<file path="config.mk">
export PLATFORM = sky130hd
export DESIGN_NAME = gpio_in_cond
export DESIGN_NICKNAME = d
export VERILOG_FILES = /design/src/rtl/gpio_in_cond.sv
export SDC_FILE = /design/constraint.sdc
export NUM_CORES = 1
export LEC_CHECK = 0
export BUFFER_PORTS_ARGS = -buffer_cell sky130_fd_sc_hd__buf_4
export CAP_MARGIN = 20
export CORE_UTILIZATION = 45
export CTS_BUF_LIST = sky130_fd_sc_hd__clkbuf_4
export DETAILED_ROUTE_END_ITERATION = 8
export MAX_ROUTING_LAYER = met4
export PLACE_DENSITY = 0.65
export SLEW_MARGIN = 20
export SYNTH_ARGS = -nofsm -noshare
export SYNTH_HDL_FRONTEND = slang
export SYNTH_SLANG_ARGS = --single-unit
</file>
<file path="constraint.sdc">
create_clock -name HCLK -period 3.8 [get_ports HCLK]
set_input_delay 0.76 -clock HCLK [delete_from_list [all_inputs] [get_ports HCLK]]
set_output_delay 0.76 -clock HCLK [all_outputs]
set_load 0.005 [all_outputs]
</file>
<file path="src/rtl/gpio_in_cond.sv">
// gpio_in_cond: synchronise, debounce and parity-tag 16 GPIO input pins; GPIO_IN_COND_IRQ_EN adds a sticky change flag
module gpio_in_cond #(
   parameter int DEBOUNCE_CYCLES = 4
) (
   input  logic        HCLK,
   input  logic        HRESETn,
   input  logic [15:0] PINS,
   input  logic        PARITYSEL,
   input  logic        IRQCLR,
   output logic [16:0] GPIOIN,
   output logic        STABLE,
   output logic        IRQ
);
   localparam logic IDLE = 1'b0;
   localparam logic SETTLING = 1'b1;
   localparam logic [7:0] LAST = 8'(DEBOUNCE_CYCLES - 1);
   logic [15:0] sync1, sync2, cand, deb;
   logic [7:0] cnt;
   logic state;
   // two-flop synchroniser for the asynchronous pins
   always_ff @(posedge HCLK or negedge HRESETn) begin
      if (!HRESETn) begin
         sync1 <= '0;
         sync2 <= '0;
      end else begin
         sync1 <= PINS;
         sync2 <= sync1;
      end
   end
   // any new synchronised value restarts settling; a full stable count accepts it atomically
   always_ff @(posedge HCLK or negedge HRESETn) begin
      if (!HRESETn) begin
         cand  <= '0;
         deb   <= '0;
         cnt   <= '0;
         state <= IDLE;
      end else if (sync2 != cand) begin
         cand  <= sync2;
         cnt   <= '0;
         state <= SETTLING;
      end else if (state == SETTLING) begin
         if (cnt == LAST) begin
            deb   <= cand;
            state <= IDLE;
         end else begin
            cnt <= cnt + 8'd1;
         end
      end
   end
   assign STABLE = (state == IDLE);
   assign GPIOIN = {PARITYSEL ? ~^deb : ^deb, deb};
`ifdef GPIO_IN_COND_IRQ_EN
   logic irq_q;
   logic irq_set;
   assign irq_set = (state == SETTLING) && (sync2 == cand) && (cnt == LAST) && (cand != deb);
   // sticky flag on a real debounced change; set beats a coincident clear
   always_ff @(posedge HCLK or negedge HRESETn) begin
      if (!HRESETn) irq_q <= 1'b0;
      else irq_q <= irq_set ? 1'b1 : IRQCLR ? 1'b0 : irq_q;
   end
   assign IRQ = irq_q;
`else
   logic unused_irqclr;
   assign unused_irqclr = IRQCLR;
   assign IRQ = 1'b0;
`endif
endmodule

</file>
==> report_table.html <==
<table>
<tr><th>Metric</th><th>Value</th></tr>
<tr><th colspan="2">Detailed routing</th></tr>
<tr><td>DRC violations left</td><td>0</td></tr>
<tr><td>Antenna-violating nets left</td><td>0</td></tr>
<tr><td>Ratio of routed vias to standard cells</td><td>approximately 4.7</td></tr>
<tr><td>Number of vias in the routed layout</td><td>~1400</td></tr>
<tr><td>Violation count after the first detailed-route iteration</td><td>43</td></tr>
<tr><td>Routed wirelength normalized by instance count</td><td>about 15 µm</td></tr>
<tr><td>First drt pass iteration count</td><td>4</td></tr>
<tr><td>Final wirelength</td><td>approximately 4.1 mm</td></tr>
<tr><th colspan="2">Floorplanning</th></tr>
<tr><td>Standard-cell row count</td><td>27</td></tr>
<tr><td>Die extent in y</td><td>slightly below 80 µm</td></tr>
<tr><td>Area of the placeable core</td><td>between 5000 and 6000 µm²</td></tr>
<tr><td>Die extent in x</td><td>78.3 µm</td></tr>
<tr><td>Initial standard-cell utilization of the core</td><td>between 40% and 50%</td></tr>
<tr><td>Total Die Area</td><td>between 6000 and 7000 µm²</td></tr>
<tr><td>Number of ports placed on the die boundary</td><td>39</td></tr>
<tr><th colspan="2">Final layout</th></tr>
<tr><td>Final instance count without filler cells</td><td>approximately 290</td></tr>
<tr><td>Synth-to-layout area growth</td><td>17.9%</td></tr>
<tr><td>Net count of the finished layout</td><td>230</td></tr>
<tr><td>Most common cell after layout, fill and taps aside</td><td>dfrtp_1</td></tr>
<tr><td>Commonest cells after routing, fill and taps aside</td><td>73 x dfrtp_1, 36 x buf_4, 23 x xor2_1</td></tr>
<tr><td>Antenna Cells</td><td>0</td></tr>
<tr><td>Share of post-route cells with drive strength above 1</td><td>32.2%</td></tr>
<tr><td>Fillers</td><td>between 400 and 500</td></tr>
<tr><th colspan="2">Global route</th></tr>
<tr><td>Met1 track utilization from global routing</td><td>18.6%</td></tr>
<tr><td>Most used routing layer</td><td>met2</td></tr>
<tr><td>Met2 routing resource usage after global routing</td><td>25.8%</td></tr>
<tr><td>Antenna violations before repair</td><td>0</td></tr>
<tr><td>Via count of the first global-routing pass</td><td>between 1000 and 1500</td></tr>
<tr><td>Global-route wire length before repair</td><td>7.11 mm</td></tr>
<tr><td>GRT overflow</td><td>0</td></tr>
<tr><td>Global-route total usage across every layer</td><td>16.3%</td></tr>
<tr><td>Pin count of the biggest net entering global routing</td><td>74</td></tr>
<tr><td>Met3 usage in global routing</td><td>5.12%</td></tr>
<tr><th colspan="2">STA</th></tr>
<tr><td>Final Max Slew Viols</td><td>0</td></tr>
<tr><td>Final Hold Viols</td><td>0</td></tr>
<tr><td>Unrepaired setup endpoints after global routing</td><td>false</td></tr>
<tr><td>Slew at the pin with the worst max-slew slack</td><td>around 0.87 ns</td></tr>
<tr><td>Achievable clock frequency</td><td>roughly 0.37 GHz</td></tr>
<tr><td>Fin crit period</td><td>between 2 and 3 ns</td></tr>
<tr><td>Clk_skew</td><td>~0.013 ns</td></tr>
<tr><td>Final setup TNS</td><td>0 ns</td></tr>
<tr><td>Setup-violating endpoint count in the final report</td><td>0</td></tr>
<tr><td>Share of the clock period used by the worst path after layout</td><td>about 71%</td></tr>
<tr><td>Slew HR</td><td>41.9%</td></tr>
<tr><th colspan="2">Setup path</th></tr>
<tr><td>Family of cells with the greatest summed delay on the critical path</td><td>simple AND/OR/NAND/NOR gates</td></tr>
<tr><td>Largest fanout of any net on the critical path</td><td>16</td></tr>
<tr><td>Slowest stage cell on the critical path</td><td>nor3_4</td></tr>
<tr><td>Crit-path cells</td><td>xor2_1, nor4_1, nand4_2, nor3_4, mux2_2</td></tr>
<tr><td>Critical Setup Path Class</td><td>flop to flop</td></tr>
<tr><td>Arrival time of the worst setup path</td><td>2.97 ns</td></tr>
<tr><td>Worst Path Buf+Inv</td><td>0</td></tr>
<tr><td>Endpoint required time on the critical path</td><td>just over 4 ns</td></tr>
<tr><td>Maximum cell stage delay along the critical path</td><td>0.74 ns</td></tr>
<tr><td>Worst Setup Start Kind</td><td>flop</td></tr>
<tr><td>Endpoint type of the worst setup path</td><td>flop</td></tr>
<tr><th colspan="2">Clock tree</th></tr>
<tr><td>Hold buffers post-CTS</td><td>0</td></tr>
<tr><td>Maximum clock path buffer count</td><td>2</td></tr>
<tr><td>Post-CTS Setup Repair Bufs</td><td>0</td></tr>
<tr><td>Root buf cell</td><td>clkbuf_4</td></tr>
<tr><td>TritonCTS clock tree</td><td>built</td></tr>
<tr><td>Number of gates resized after cts</td><td>0</td></tr>
<tr><td>Post-CTS clock slew at the launch and capture registers of the worst setup and hold paths</td><td>around 0.11 ns</td></tr>
<tr><td>Clk sink count</td><td>between 70 and 80</td></tr>
<tr><td>H-tree levels</td><td>3</td></tr>
<tr><td>Insertion delay of the later-clocked pin in the worst-skew pair</td><td>between 0.3 and 0.4 ns</td></tr>
<tr><td>TritonCTS Buffers</td><td>9</td></tr>
<tr><th colspan="2">Power</th></tr>
<tr><td>Cell Pwr Density</td><td>about 480 nW/µm²</td></tr>
<tr><td>Highest ir drop seen on vdd</td><td>around 0.25 mV</td></tr>
<tr><td>Pleak</td><td>1.47 nW</td></tr>
<tr><th colspan="2">Yosys</th></tr>
<tr><td>Average footprint of a synthesized cell</td><td>roughly 15 µm²</td></tr>
<tr><td>Number of storage elements in the synthesis netlist</td><td>73</td></tr>
<tr><td>Synthesized Nets</td><td>between 200 and 250</td></tr>
<tr><td>Syn Std Cell Area</td><td>2620 µm²</td></tr>
<tr><td>Sequential cell area fraction in the yosys report</td><td>69.8%</td></tr>
<tr><td>Distinct cell type count of the synthesized netlist</td><td>23</td></tr>
<tr><td>Total number of yosys warnings</td><td>0</td></tr>
<tr><td>Cell count after synthesis</td><td>180</td></tr>
<tr><th colspan="2">Outcome</th></tr>
<tr><td>Outcome</td><td>finished, final reports clean</td></tr>
<tr><th colspan="2">Flow run</th></tr>
<tr><td>Reported max-cap violation count</td><td>0</td></tr>
<tr><th colspan="2">Place</th></tr>
<tr><td>Count of buffers inserted at the top-level ports</td><td>36</td></tr>
<tr><td>Number of placed cells counting well taps</td><td>270</td></tr>
<tr><td>Detailed-placement wirelength estimate</td><td>2.90 mm</td></tr>
<tr><td>Routability cong.</td><td>0.718</td></tr>
<tr><th colspan="2">Hold path</th></tr>
<tr><td>Path type of the worst min-delay path</td><td>flop to flop</td></tr>
</table>
-- final cells by class --
type / count / area [µm²] / area share (%)
timing repair buffer: 36 / 270 / 8.76
tap: 72 / 90.1 / 2.92
clock inverter: 5 / 104 / 3.37
sequential: 73 / 1830 / 59.2
inverter: 2 / 7.51 / 0.243
multi-input combinational: 87 / 704 / 22.8
clock buffer: 11 / 82.6 / 2.68
-- Yosys cell counts, drive strengths merged --
master	count	share of area [%]
nor2	9	1.3
conb	1	0.14
nor4b	1	0.33
a21oi	1	0.19
nor4	4	0.96
nand2	5	0.72
inv	2	0.29
buf	2	0.72
ha	1	0.48
dfrtp	73	70
nor3	2	0.81
nand4	4	1.2
clkbuf	16	2.3
mux2	16	6.9
and3	1	0.24
nand3	2	0.38
xnor2	16	5.4
xor2	23	7.7
nand2b	1	0.24
-- where the power goes --
group / switching (mW) / internal (mW)
registers: 0.0141 / 0.802
clock network: 0.259 / 0.349
logic: 0.0244 / 0.0214
total: 0.297 / 1.17
-- cell families after synthesis --
| kind of cell | after synthesis | synth area share [%] |
|---|---|---|
| AND/OR/NAND/NOR | 29 | 6.17 |
| multiplexers | 16 | 6.88 |
| AO/OA/AOI/OAI | 1 | 0.191 |
| buffers and inverters | 20 | 3.30 |
| flip-flops | 73 | 69.8 |
| adder cells (fa/ha/maj) | 1 | 0.478 |
| other | 1 | 0.143 |
| XOR/XNOR | 39 | 13.0 |
-- stage by stage --
step	power (mW)	hold slack [ns]	instance area [µm²]	util (%)	setup WS, ns
2_1_floorplan	0.848	0.331	2620	-	1.53
3_3_place_gp	0.876	0.332	2900	52.3	1.15
3_5_place_dp	0.879	0.335	2900	52.3	1.09
4_1_cts	1.49	0.360	3090	55.7	1.06
5_1_grt	1.53	0.369	3090	55.7	0.933
6_report	1.47	0.358	3090	55.7	1.12
-- sequential cells by signal (all words and copies together), names as in the netlist --
register  cells
cand         16
deb          16
sync1        16
sync2        16
cnt           8
state         1
-- final timing paths --
| check | slack [ns] | endpoint | cells past startpoint | start |
|---|---|---|---|---|
| max reg2reg | 1.12 | deb[10]$_DFFE_PN0P_ | 5 | cand[7]$_DFFE_PN0N_ |
| min | 0.36 | sync2[15]$_DFF_PN0_ | 0 | sync1[15]$_DFF_PN0_ |
| min reg2reg | 0.36 | sync2[15]$_DFF_PN0_ | 0 | sync1[15]$_DFF_PN0_ |
| max | 1.12 | deb[10]$_DFFE_PN0P_ | 5 | cand[7]$_DFFE_PN0N_ |
| max in group asynchronous | 2.76 | deb[15]$_DFFE_PN0P_ | 1 | HRESETn |
| min in group asynchronous | 0.45 | sync1[6]$_DFF_PN0_ | 1 | HRESETn |
-- layer usage --
| layer | share of wire (%) | vias to the layer above |
|---|---|---|
| met5 | 0 | - |
| met4 | 2.4 | 0 |
| met3 | 3.8 | 9 |
| met2 | 52 | 27 |
| met1 | 42 | 690 |
| li1 | - | 631 |
Power figures use the tool's default switching activity.
